$ cat src/rtl/fb_arbiter.sv
// Framebuffer single-port RAM arbiter: display burst fetches have absolute
// priority over single-word draw writes.
module fb_arbiter #(
  parameter int unsigned ADDR_W    = 17,
  parameter int unsigned DATA_W    = 12,
  parameter int unsigned BURST_LEN = 16
) (
  input  logic              clk_i,
  input  logic              reset_i,
  input  logic              disp_start_i,
  input  logic [ADDR_W-1:0] disp_base_i,
  output logic [DATA_W-1:0] disp_data_o,
  output logic              disp_valid_o,
  output logic              disp_done_o,
  input  logic              wr_valid_i,
  input  logic [ADDR_W-1:0] wr_addr_i,
  input  logic [DATA_W-1:0] wr_data_i,
  output logic              wr_ready_o,
  output logic [ADDR_W-1:0] mem_addr_o,
  output logic              mem_we_o,
  output logic [DATA_W-1:0] mem_wdata_o,
  input  logic [DATA_W-1:0] mem_rdata_i,
  output logic              overrun_o
);

  localparam int unsigned CNT_W = $clog2(BURST_LEN + 1);

  typedef enum logic [1:0] {IDLE, FETCH, DRAIN} state_t;

  state_t              state_q, state_d;
  logic [CNT_W-1:0]    cnt_q, cnt_d;
  logic                drain_q, drain_d;
  logic [ADDR_W-1:0]   mem_addr_q, mem_addr_d;
  logic                mem_we_q, mem_we_d;
  logic [DATA_W-1:0]   mem_wdata_q, mem_wdata_d;
  logic                overrun_q, overrun_d;
  logic                rd_vld_q, rd_last_q;
  logic [DATA_W-1:0]   disp_data_q;
  logic                disp_valid_q, disp_done_q;
  logic                wr_accept, rd_issue, rd_last;

  // Write grant is combinational so a display request stalls a write in the same cycle.
  always_comb begin
    wr_ready_o = !reset_i && (((state_q == IDLE) && !disp_start_i) || (state_q == DRAIN));
    wr_accept  = wr_valid_i && wr_ready_o;
    rd_issue   = (state_q == FETCH);
    rd_last    = rd_issue && (cnt_q == CNT_W'(BURST_LEN));
  end

  always_comb begin
    state_d     = state_q;
    cnt_d       = cnt_q;
    drain_d     = drain_q;
    mem_addr_d  = mem_addr_q;
    mem_we_d    = 1'b0;
    mem_wdata_d = mem_wdata_q;
    overrun_d   = overrun_q;
    if (wr_accept) begin
      mem_we_d    = 1'b1;
      mem_addr_d  = wr_addr_i;
      mem_wdata_d = wr_data_i;
    end
    case (state_q)
      IDLE: begin
        if (disp_start_i) begin
          state_d    = FETCH;
          mem_addr_d = disp_base_i;
          cnt_d      = CNT_W'(1);
        end
      end
      FETCH: begin
        if (disp_start_i) overrun_d = 1'b1;
        if (rd_last) begin
          state_d = DRAIN;
          cnt_d   = '0;
          drain_d = 1'b0;
        end else begin
          mem_addr_d = mem_addr_q + ADDR_W'(1);
          cnt_d      = cnt_q + CNT_W'(1);
        end
      end
      DRAIN: begin
        if (disp_start_i) overrun_d = 1'b1;
        if (drain_q) begin
          state_d = IDLE;
          drain_d = 1'b0;
        end else begin
          drain_d = 1'b1;
        end
      end
      default: state_d = IDLE;
    endcase
  end

  // Read data returns one cycle after the address, then is registered once more.
  always_ff @(posedge clk_i) begin
    if (reset_i) begin
      state_q      <= IDLE;
      cnt_q        <= '0;
      drain_q      <= 1'b0;
      mem_addr_q   <= '0;
      mem_we_q     <= 1'b0;
      mem_wdata_q  <= '0;
      overrun_q    <= 1'b0;
      rd_vld_q     <= 1'b0;
      rd_last_q    <= 1'b0;
      disp_data_q  <= '0;
      disp_valid_q <= 1'b0;
      disp_done_q  <= 1'b0;
    end else begin
      state_q      <= state_d;
      cnt_q        <= cnt_d;
      drain_q      <= drain_d;
      mem_addr_q   <= mem_addr_d;
      mem_we_q     <= mem_we_d;
      mem_wdata_q  <= mem_wdata_d;
      overrun_q    <= overrun_d;
      rd_vld_q     <= rd_issue;
      rd_last_q    <= rd_last;
      disp_valid_q <= rd_vld_q;
      disp_done_q  <= rd_last_q;
      if (rd_vld_q) disp_data_q <= mem_rdata_i;
    end
  end

  assign disp_data_o  = disp_data_q;
  assign disp_valid_o = disp_valid_q;
  assign disp_done_o  = disp_done_q;
  assign mem_addr_o   = mem_addr_q;
  assign mem_we_o     = mem_we_q;
  assign mem_wdata_o  = mem_wdata_q;
  assign overrun_o    = overrun_q;

endmodule

$ cat config.mk
export PLATFORM = sky130hd
export DESIGN_NAME = fb_arbiter
export DESIGN_NICKNAME = d
export VERILOG_FILES = /design/src/rtl/fb_arbiter.sv
export SDC_FILE = /design/constraint.sdc
export NUM_CORES = 1
export LEC_CHECK = 0
export ABC_AREA = 1
export BUFFER_PORTS_ARGS = -buffer_cell sky130_fd_sc_hd__buf_2
export CORE_MARGIN = 3
export CORE_UTILIZATION = 40
export DETAILED_ROUTE_END_ITERATION = 6
export PLACE_DENSITY_LB_ADDON = 0.12
export REMOVE_ABC_BUFFERS = 1
export SLEW_MARGIN = 40
export SYNTH_ARGS = -nofsm -noshare
export SYNTH_HDL_FRONTEND = slang
export SYNTH_SLANG_ARGS = --single-unit
$ cat constraint.sdc
create_clock -name clk_i -period 1.5 [get_ports clk_i]
set_input_delay 0.225 -clock clk_i [delete_from_list [all_inputs] [get_ports clk_i]]
set_output_delay 0.225 -clock clk_i [all_outputs]
set_load 0.01 [all_outputs]
; ---- Word-level counts from Yosys, hierarchy flattened
; Cells that the tools add are included.
[classes]
div = 0
n_mul = 0
magnitude_cmp = 0
addsub = 2
eq_ne = 6
muxes = 15
reduce_logical = 15
n_shift = 0
n_bitwise = 0
[ops]
columns = op, count
row1 = 17-bit 2-to-1 mux, 3
row2 = 17-bit one-hot mux with 2 select lines, 1
row3 = "17-bit by 1-bit adder with 17-bit output, second input constant", 1
row4 = 5-bit 2-to-1 mux, 2
row5 = 5-bit one-hot mux with 2 select lines, 1
row6 = 2-bit 2-to-1 mux, 3
row7 = 2-bit one-hot mux with 3 select lines, 1
row8 = 2-bit AND reduction, 3
row9 = "5-bit by 1-bit adder with 5-bit output, second input constant", 1
row10 = "5-bit equality test, second input constant", 1
row11 = 1-bit logical AND, 4
row12 = "2-bit != test, second input constant", 2
row13 = 2-bit nonzero test, 2
row14 = 1-bit 2-to-1 mux, 3
row15 = 3-bit AND reduction, 1
row16 = "2-bit by 1-bit equality test with 1-bit output, second input constant", 1
row17 = "2-bit equality test, second input constant", 1
row18 = 1-bit zero test, 2
row19 = 2-bit zero test, 1
row20 = "2-bit by 1-bit != test with 1-bit output, second input constant", 1
row21 = 1-bit one-hot mux with 2 select lines, 1
row22 = 2-bit OR reduction, 1
row23 = 1-bit logical OR, 1
[totals]
n_memories = 0
rom_bits = 0
latch_bits = 0
out_inout_bits = 46
wordCells = 50
regBits = 55
ramBits = 0

; ---- Longest topological paths before layout
; Gate-level depths: netlist of the first run.
[depth]
depth_word = 8
ltp_mapped = 12

; ---- Worst setup path after synthesis of the first run
; No wires, ideal clock.
[synth_path]
path_type = reg-to-reg
startpoint = register state_q[0]
endpoint = register mem_addr_q[5], in the netlist mem_addr_o[5]
stages_incl_launch_ff = 10
n_path_buf = 1
path_slack_ns = -0.022
arrival_time_ns = 1.394
setup_time_ns = 0.128
cell_sequence = dfxtp_1 -> inv_1 -> ha_1 -> o21ai_2 -> nand2_4 -> buf_6 -> nand2_1 -> nor2_1 -> nor2_1 -> nor2_1
[synth_between]
elab_chain_len = 8
elab_cells_between_ends = 12
classes_between = eq/ne (2) / mux (4) / reduce/logical (6)
[synth_lines]
columns = element, line_no
row1 = "start, declared", 30  ; state_t state_q, state_d;
row2 = "start signal, assigned", 111  ; state_q <= state_d;
row3 = 2-bit zero test, "44, 63"
row4 = 1-bit logical AND, 44  ; wr_ready_o = !reset_i && (((state_q == IDLE) && !disp_start_i) || (state_q == DRAIN));
row5 = 1-bit logical OR, 44
row6 = 1-bit logical AND, 44
row7 = 1-bit logical AND, 45  ; wr_accept = wr_valid_i && wr_ready_o;
row8 = 17-bit 2-to-1 mux, 58  ; if (wr_accept) begin
row9 = 17-bit 2-to-1 mux (on tied branches), "73, 65"
row10 = 17-bit one-hot mux with 2 select lines (*), 63  ; case (state_q)
row11 = "end signal, assigned", 114  ; mem_addr_q <= mem_addr_d;
row12 = "end, declared", 33  ; logic [ADDR_W-1:0] mem_addr_q, mem_addr_d;
; Mark *: on every way between the ends. The rest lies on a longest branch, timed or not.
; A chain may end at the register's enable or synchronous reset.

; ---- Worst setup path after layout of the first run
[layout_path]
startpoint = register state_q[1]
endpoint = output port wr_ready_o
[layout_between]
elab_chain_len = 4
elab_cells_between_ends = 5
classes_between = eq/ne (1) / reduce/logical (4)
[layout_lines]
columns = element, line_no
row1 = 2-bit zero test, 44
row2 = 1-bit logical AND, 44
row3 = 1-bit logical OR (*), 44
row4 = 1-bit logical AND (*), 44
row5 = "end, declared", 18  ; output logic wr_ready_o,
; Marked as above.

==> impl_metrics.py, run 1 <==
metrics = {
    "setup_path": {
        "crit_path_start_kind": "flip-flop",
        "crit_family": "flip-flops",
        "end_kind": "output port",
        "max_stage_delay_ps": 360,
        "cp_num_buf_inv": 3,
        "r2r_start": "state_q[1]",
        "cp_cell_sequence": "inv_4 -> ha_4 -> nand2_4 -> buf_6 -> a21oi_2 -> buf_2",
        "crit_required_ps": 1270,
        "timing.rr.end": "mem_addr_o[13]",
        "worstSetupPathDepth": 6,
        "path_class": "reg2out",
        "critPathMaxFanout": 3,
        "r2r_slack_ps": -10,
        "reg2regPathDepth": 9,
        "crit_arrival_ps": 1320,
        "cp_slowest_cell": "dfxtp_2",
    },
    "hold_path": {
        "hp-start": "wr_data_i[8]",
        "hold_depth": 3,
        "min_to": "mem_wdata_o[8]",
        "hp-class": "in2reg",
    },
    "cts": {
        "cts_made_buffers": 5,
        "cts-root-buf": "clkbuf_8",
        "cts_tree": "yes",
        "clk_pin_slew_worst_paths_ps": 110,
        "cts.sinks": 55,
        "cts_buffer_depth": 2,
        "clk_latency_ps": 320,
        "hold_buffers": 0,
        "ctsHtreeMaxLevel": 2,
    },
    "grt": {
        "grt_usage": 0.194,
        "grt_pass1_wl_um": 13500,
        "grt-ovfl-total": 0,
        "grt_max_degree": 24,
        "antenna_found_initial": 0,
        "grt_pass1_vias": 2954,
    },
    "routing": {
        "vias": 3195,
        "first_pass_iters": 5,
        "wl_um": 8420,
        "wire_per_inst_um": 12.6,
        "drt-initial-drc-count": 154,
        "viasPerCell": 4.79,
        "final_antenna_net_count": 0,
        "drt_drc_violations_left": 0,
    },
    "synth": {
        "synth_area_per_cell_sq_um": 6.74,
        "yosysUniqueCellTypes": 33,
        "synth_warnings": 0,
        "synth-seq-area-share": 0.371,
        "synth_adder_area_share": 0.0295,
        "muxShareOfSynthArea": 0,
        "synth_compound_area_frac": 0.123,
        "post_synth_xor_area_fraction": 0.00886,
        "synth_cells": 440,
        "synthesis.area_sq_um": 2970,
        "synth_edf_count": 0,
        "synth_top_family_by_area": "simple AND/OR/NAND/NOR gates",
        "synth_ff_type": "dfxtp_1",
        "async_reset_ff_frac": 0,
        "ys_ff_latch": 55,
        "synthSimpleGateAreaFrac": 0.367,
    },
    "run_status": {
        "outcome": "finished, violations left",
        "violations": "setup timing",
    },
    "cells_and_area": {
        "final_common_cell": "nand2_1",
        "diodes": 0,
        "final_area_sq_um": 4040,
        "nets": 639,
        "most-common-layout-cells": "nand2_1 (111), buf_2 (107), nor2_1 (66), dfxtp_1 (50), inv_1 (44)",
        "drive_above_1_share": 0.345,
        "post-route-util": 0.579,
        "area_delta_synth_final_pct": 36.3,
    },
    "placement": {
        "hpwl_um": 5960,
        "port_buffers": 107,
        "place_area_sq_um": 3780,
        "place.gp.congestion": 0.858,
    },
    "flow_run": {
        "maxCapViolations": 0,
    },
    "pwr": {
        "ir_worst_vdd_v": 0.000702,
        "p_leak_nw": 2.06,
        "p_per_area_nw_per_um2": 1540,
    },
    "die": {
        "core_area_sq_um": 6980,
        "die_x_um": 92.1,
        "die-area_sq_um": 8490,
        "pin_count": 108,
        "num_rows": 30,
        "die_h_um": 92.1,
        "initial_core_util": 0.425,
    },
    "sta": {
        "skew_ps": 13.9,
        "slew_viol_final": 0,
        "setup_viol": 10,
        "hold_violations": 0,
        "fin_ws_ps": -46.9,
        "finalCritPeriodShare": 1.03,
        "slew_headroom": 0.735,
        "fin_crit_ps": 1550,
        "worstMarginPinSlew_ps": 398,
        "rsz0062_at_grt": "yes",
        "fmax_mhz": 646,
    },
}
[registers in the layout, summed over array words and instances (netlist names)]
register	cells
rd_vld_q	1
state_q	2
overrun_o	1
disp_valid_o	1
mem_wdata_o	12
mem_we_o	1
drain_q	1
cnt_q	5
disp_data_o	12
disp_done_o	1
rd_last_q	1
mem_addr_o	17
[stage by stage]
step	setup slack, ps	std cells	TNS (ps)	hold WS [ps]	power [mW]
floorplan	-396	423	-5180	287	3.66
global placement	-14.0	652	-14.0	394	4.82
detailed placement	-64.2	652	-482	396	4.86
CTS	-23.3	666	-111	79.8	6.09
global route	-94.1	667	-1490	82.6	6.67
finish	-46.9	667	-106	83.1	6.22
[cells in the mapped netlist (2+ instances only)]
cell type,n,area [sq um]
nand2_4,2,22.5
xor2_1,2,17.5
nand4_1,14,87.6
nand2_1,115,432
a21oi_1,21,105
nand3_2,2,20.0
a21oi_2,2,17.5
o211ai_2,6,75.1
o21ai_0,23,115
nand2_2,3,18.8
nand3_1,37,185
clkbuf_1,6,22.5
buf_4,3,22.5
inv_2,4,15.0
ha_1,7,87.6
nor2_1,68,255
nor2_2,2,12.5
inv_1,47,176
buf_2,5,25.0
dfxtp_1,55,1100
a22oi_1,2,15.0
buf_6,3,33.8
[report_power, final]
group	switching, mW	internal (mW)
registers	0.292	1.80
logic	1.77	1.42
clock network	0.544	0.388
[repair_timing]
| action | CTS | global route |
|---|---|---|
| pin swaps | 7 | 9 |
| gates resized for setup | 17 | 18 |
| setup buffers | 5 | 1 |
| endpoints found under the setup margin | 16 | 34 |
| hold endpoints to repair | 0 | 0 |
| cloned | 1 | 0 |
[per-layer routing]
metal / part of all wire / track usage / wire (um) / up-vias
met1: 0.46 / 0.266 / 3920 / 1416
met2: 0.44 / 0.300 / 3700 / 105
li1: - / - / - / 1668
met3: 0.087 / 0.0607 / 732 / 6
met4: 0.0083 / 0.0421 / 70 / 0
met5: 0 / 0 / 0 / -
[layout make-up]
class	count	area (sq um)
Inverter	52	201
Fill cell	679	2940
Clock buffer	6	82.6
Clock inverter	2	17.5
Timing Repair Buffer	139	866
Tap cell	96	120
Multi-Input combinational cell	317	1650
Sequential cell	55	1110
[cell families (layout without fill, tap and decap cells)]
family	Yosys count	in the layout
DFF	55	55
and+or+nand+nor	247	248
AOI/OAI and AO/OA	59	59
xor gates and xnor gates	3	3
buffers and inverters	69	199
adders and majority gates	7	7
[worst min-delay path, cell delays in order]
cell and delay [ps]:
buf_2 70, nand2_1 40, nand2_1 50
[how the worst max path moves through the flow]
stage	from	endpoint	slack [ps]
2_1_floorplan	reset_i	mem_addr_o[9]	-400
3_3_place_gp	state_q[0]	mem_addr_o[12]	-10
3_5_place_dp	state_q[1]	mem_addr_o[12]	-60
4_1_cts	state_q[1]	wr_ready_o	-20
5_1_grt	state_q[1]	mem_addr_o[13]	-90
6_report	state_q[1]	wr_ready_o	-50
Note: power is estimated with default switching activity, not from simulation.
==> run 2: changes to the inputs <==
--- a/config.mk
+++ b/config.mk
@@ -12,6 +12,7 @@
 export DETAILED_ROUTE_END_ITERATION = 6
 export PLACE_DENSITY_LB_ADDON = 0.12
 export REMOVE_ABC_BUFFERS = 1
+export SETUP_SLACK_MARGIN = 0.2
 export SLEW_MARGIN = 40
 export SYNTH_ARGS = -nofsm -noshare
 export SYNTH_HDL_FRONTEND = slang
==> impl_metrics.py, run 2 (synthesis gave the netlist of run 1 again) <==
metrics = {
    "placement": {
        "placedCellCount": 652,
        "hpwl_um": 5960,
        "port_buffers": 107,
        "place.gp.congestion": 0.858,
    },
    "grt": {
        "grt_usage": 0.206,
        "grt-ovfl-total": 0,
        "grt_pass1_wl_um": 14200,
        "antenna_found_initial": 0,
        "grt_max_degree": 24,
        "grt_pass1_vias": 3058,
    },
    "cells_and_area": {
        "instances_no_fill": 674,
        "diodes": 0,
        "post-route-util": 0.625,
        "nets": 646,
        "final_common_cell": "buf_2",
        "largest_reg_flops": 17,
        "most-common-layout-cells": "buf_2 (107), nand2_1 (93), nor2_1 (65), dfxtp_1 (49), inv_1 (44)",
        "area_delta_synth_final_pct": 47.1,
        "drive_above_1_share": 0.424,
    },
    "sta": {
        "hold_violations": 0,
        "setup_viol": 15,
        "fin_ws_ps": -44.4,
        "fin_crit_ps": 1540,
        "slew_viol_final": 0,
        "rsz0062_at_grt": "yes",
        "finalCritPeriodShare": 1.03,
        "worstMarginPinSlew_ps": 378,
        "slew_headroom": 0.747,
        "fmax_mhz": 647,
        "skew_ps": 9.24,
    },
    "routing": {
        "drt_drc_violations_left": 0,
        "vias": 3242,
        "wl_um": 8850,
        "wire_per_inst_um": 13.1,
        "final_antenna_net_count": 0,
        "first_pass_iters": 4,
        "viasPerCell": 4.81,
        "drt-initial-drc-count": 152,
    },
    "setup_path": {
        "r2r_start": "state_q[1]",
        "cp-startpoint": "state_q[1]",
        "crit_arrival_ps": 1780,
        "end_kind": "flip-flop",
        "crit_path_start_kind": "flip-flop",
        "crit_required_ps": 1730,
        "path_class": "reg2reg",
        "critPathMaxFanout": 8,
    },
    "run_status": {
        "violations": "setup timing",
        "outcome": "finished, violations left",
    },
    "hold_path": {
        "hp-start": "wr_data_i[5]",
        "hp-class": "in2reg",
    },
    "die": {
        "num_rows": 30,
        "die_h_um": 92.1,
        "initial_core_util": 0.425,
        "core_area_sq_um": 6980,
        "pin_count": 108,
        "die_x_um": 92.1,
        "die-area_sq_um": 8490,
    },
    "cts": {
        "clk_pin_slew_worst_paths_ps": 110,
        "clk_latency_ps": 320,
        "hold_buffers": 0,
        "cts-root-buf": "clkbuf_8",
        "cts_tree": "yes",
        "cts_buffer_depth": 2,
        "cts.sinks": 55,
        "ctsHtreeMaxLevel": 2,
        "cts_made_buffers": 5,
    },
    "pwr": {
        "p_per_area_nw_per_um2": 1520,
        "power_mw": 6.62,
        "p_leak_nw": 2.18,
        "ir_worst_vdd_v": 0.000725,
    },
    "flow_run": {
        "maxCapViolations": 0,
    },
}
==> run 2: cell count changes in the layout (fill, tap and decap cells not counted), sizes merged <==
cell,delta
bufbuf,+1
buf,+6
==> run 2: timing repair <==
| item | in CTS | in global routing |
|---|---|---|
| resized for setup | 56 | 28 |
| buffers inserted | 8 | 2 |
| pin swaps | 19 | 10 |
| cloned | 4 | 0 |
| endpoints found under the setup margin | 38 | 48 |
==> run 2: worst max-delay path, cell delays in order (launching register included) <==
cell,delay [ps]
dfxtp_2,360
inv_4,80
ha_4,140
nand2_4,60
buf_12,120
nand2_8,60
nand3_4,110
buf_12,180
buf_12,120
buf_16,130
nand3_2,50
nand2_1,40
==> run 2: cell type report <==
class                   count  area (sq um)
well taps                  96           120
clock inverters             2          17.5
multi-input cells         317          1820
repair buffers            146          1010
clock buffers               6          82.6
inverters                  52           211
flip-flops and latches     55          1110
fillers                   647          2620
==> run 2: routing by layer <==
layer,track usage,part of all wire
met1,0.272,0.46
met2,0.333,0.46
met3,0.0615,0.074
met4,0.0433,0.0051
met5,0,0
==> run 2: through the flow <==
| step | setup WS [ps] | hold slack, ps | setup TNS [ps] | instance area, sq um |
|---|---|---|---|---|
| after floorplan | -396 | 287 | -5180 | 2860 |
| after global placement | -14.0 | 394 | -14.0 | 3780 |
| after detailed placement | -64.2 | 396 | -482 | 3780 |
| after CTS | -23.3 | 78.4 | -112 | 4250 |
| after global routing | -102 | 79.3 | -2030 | 4360 |
| final | -44.4 | 88.0 | -445 | 4360 |
==> run 2: final timing paths <==
| kind | to | slack, ps | cells after the start |
|---|---|---|---|
| worst max register to register | mem_wdata_o[1] | -40 | 11 |
| worst min register to register | disp_done_o | 410 | 2 |
| worst min-delay path | mem_wdata_o[5] | 90 | 3 |
| worst max-delay path | mem_wdata_o[1] | -40 | 11 |
==> run 2: report_power, final <==
group	switching, mW	total (mW)	internal, mW
clock	0.545	0.933	0.389
sequential	0.308	2.11	1.81
combinational	1.92	3.58	1.66
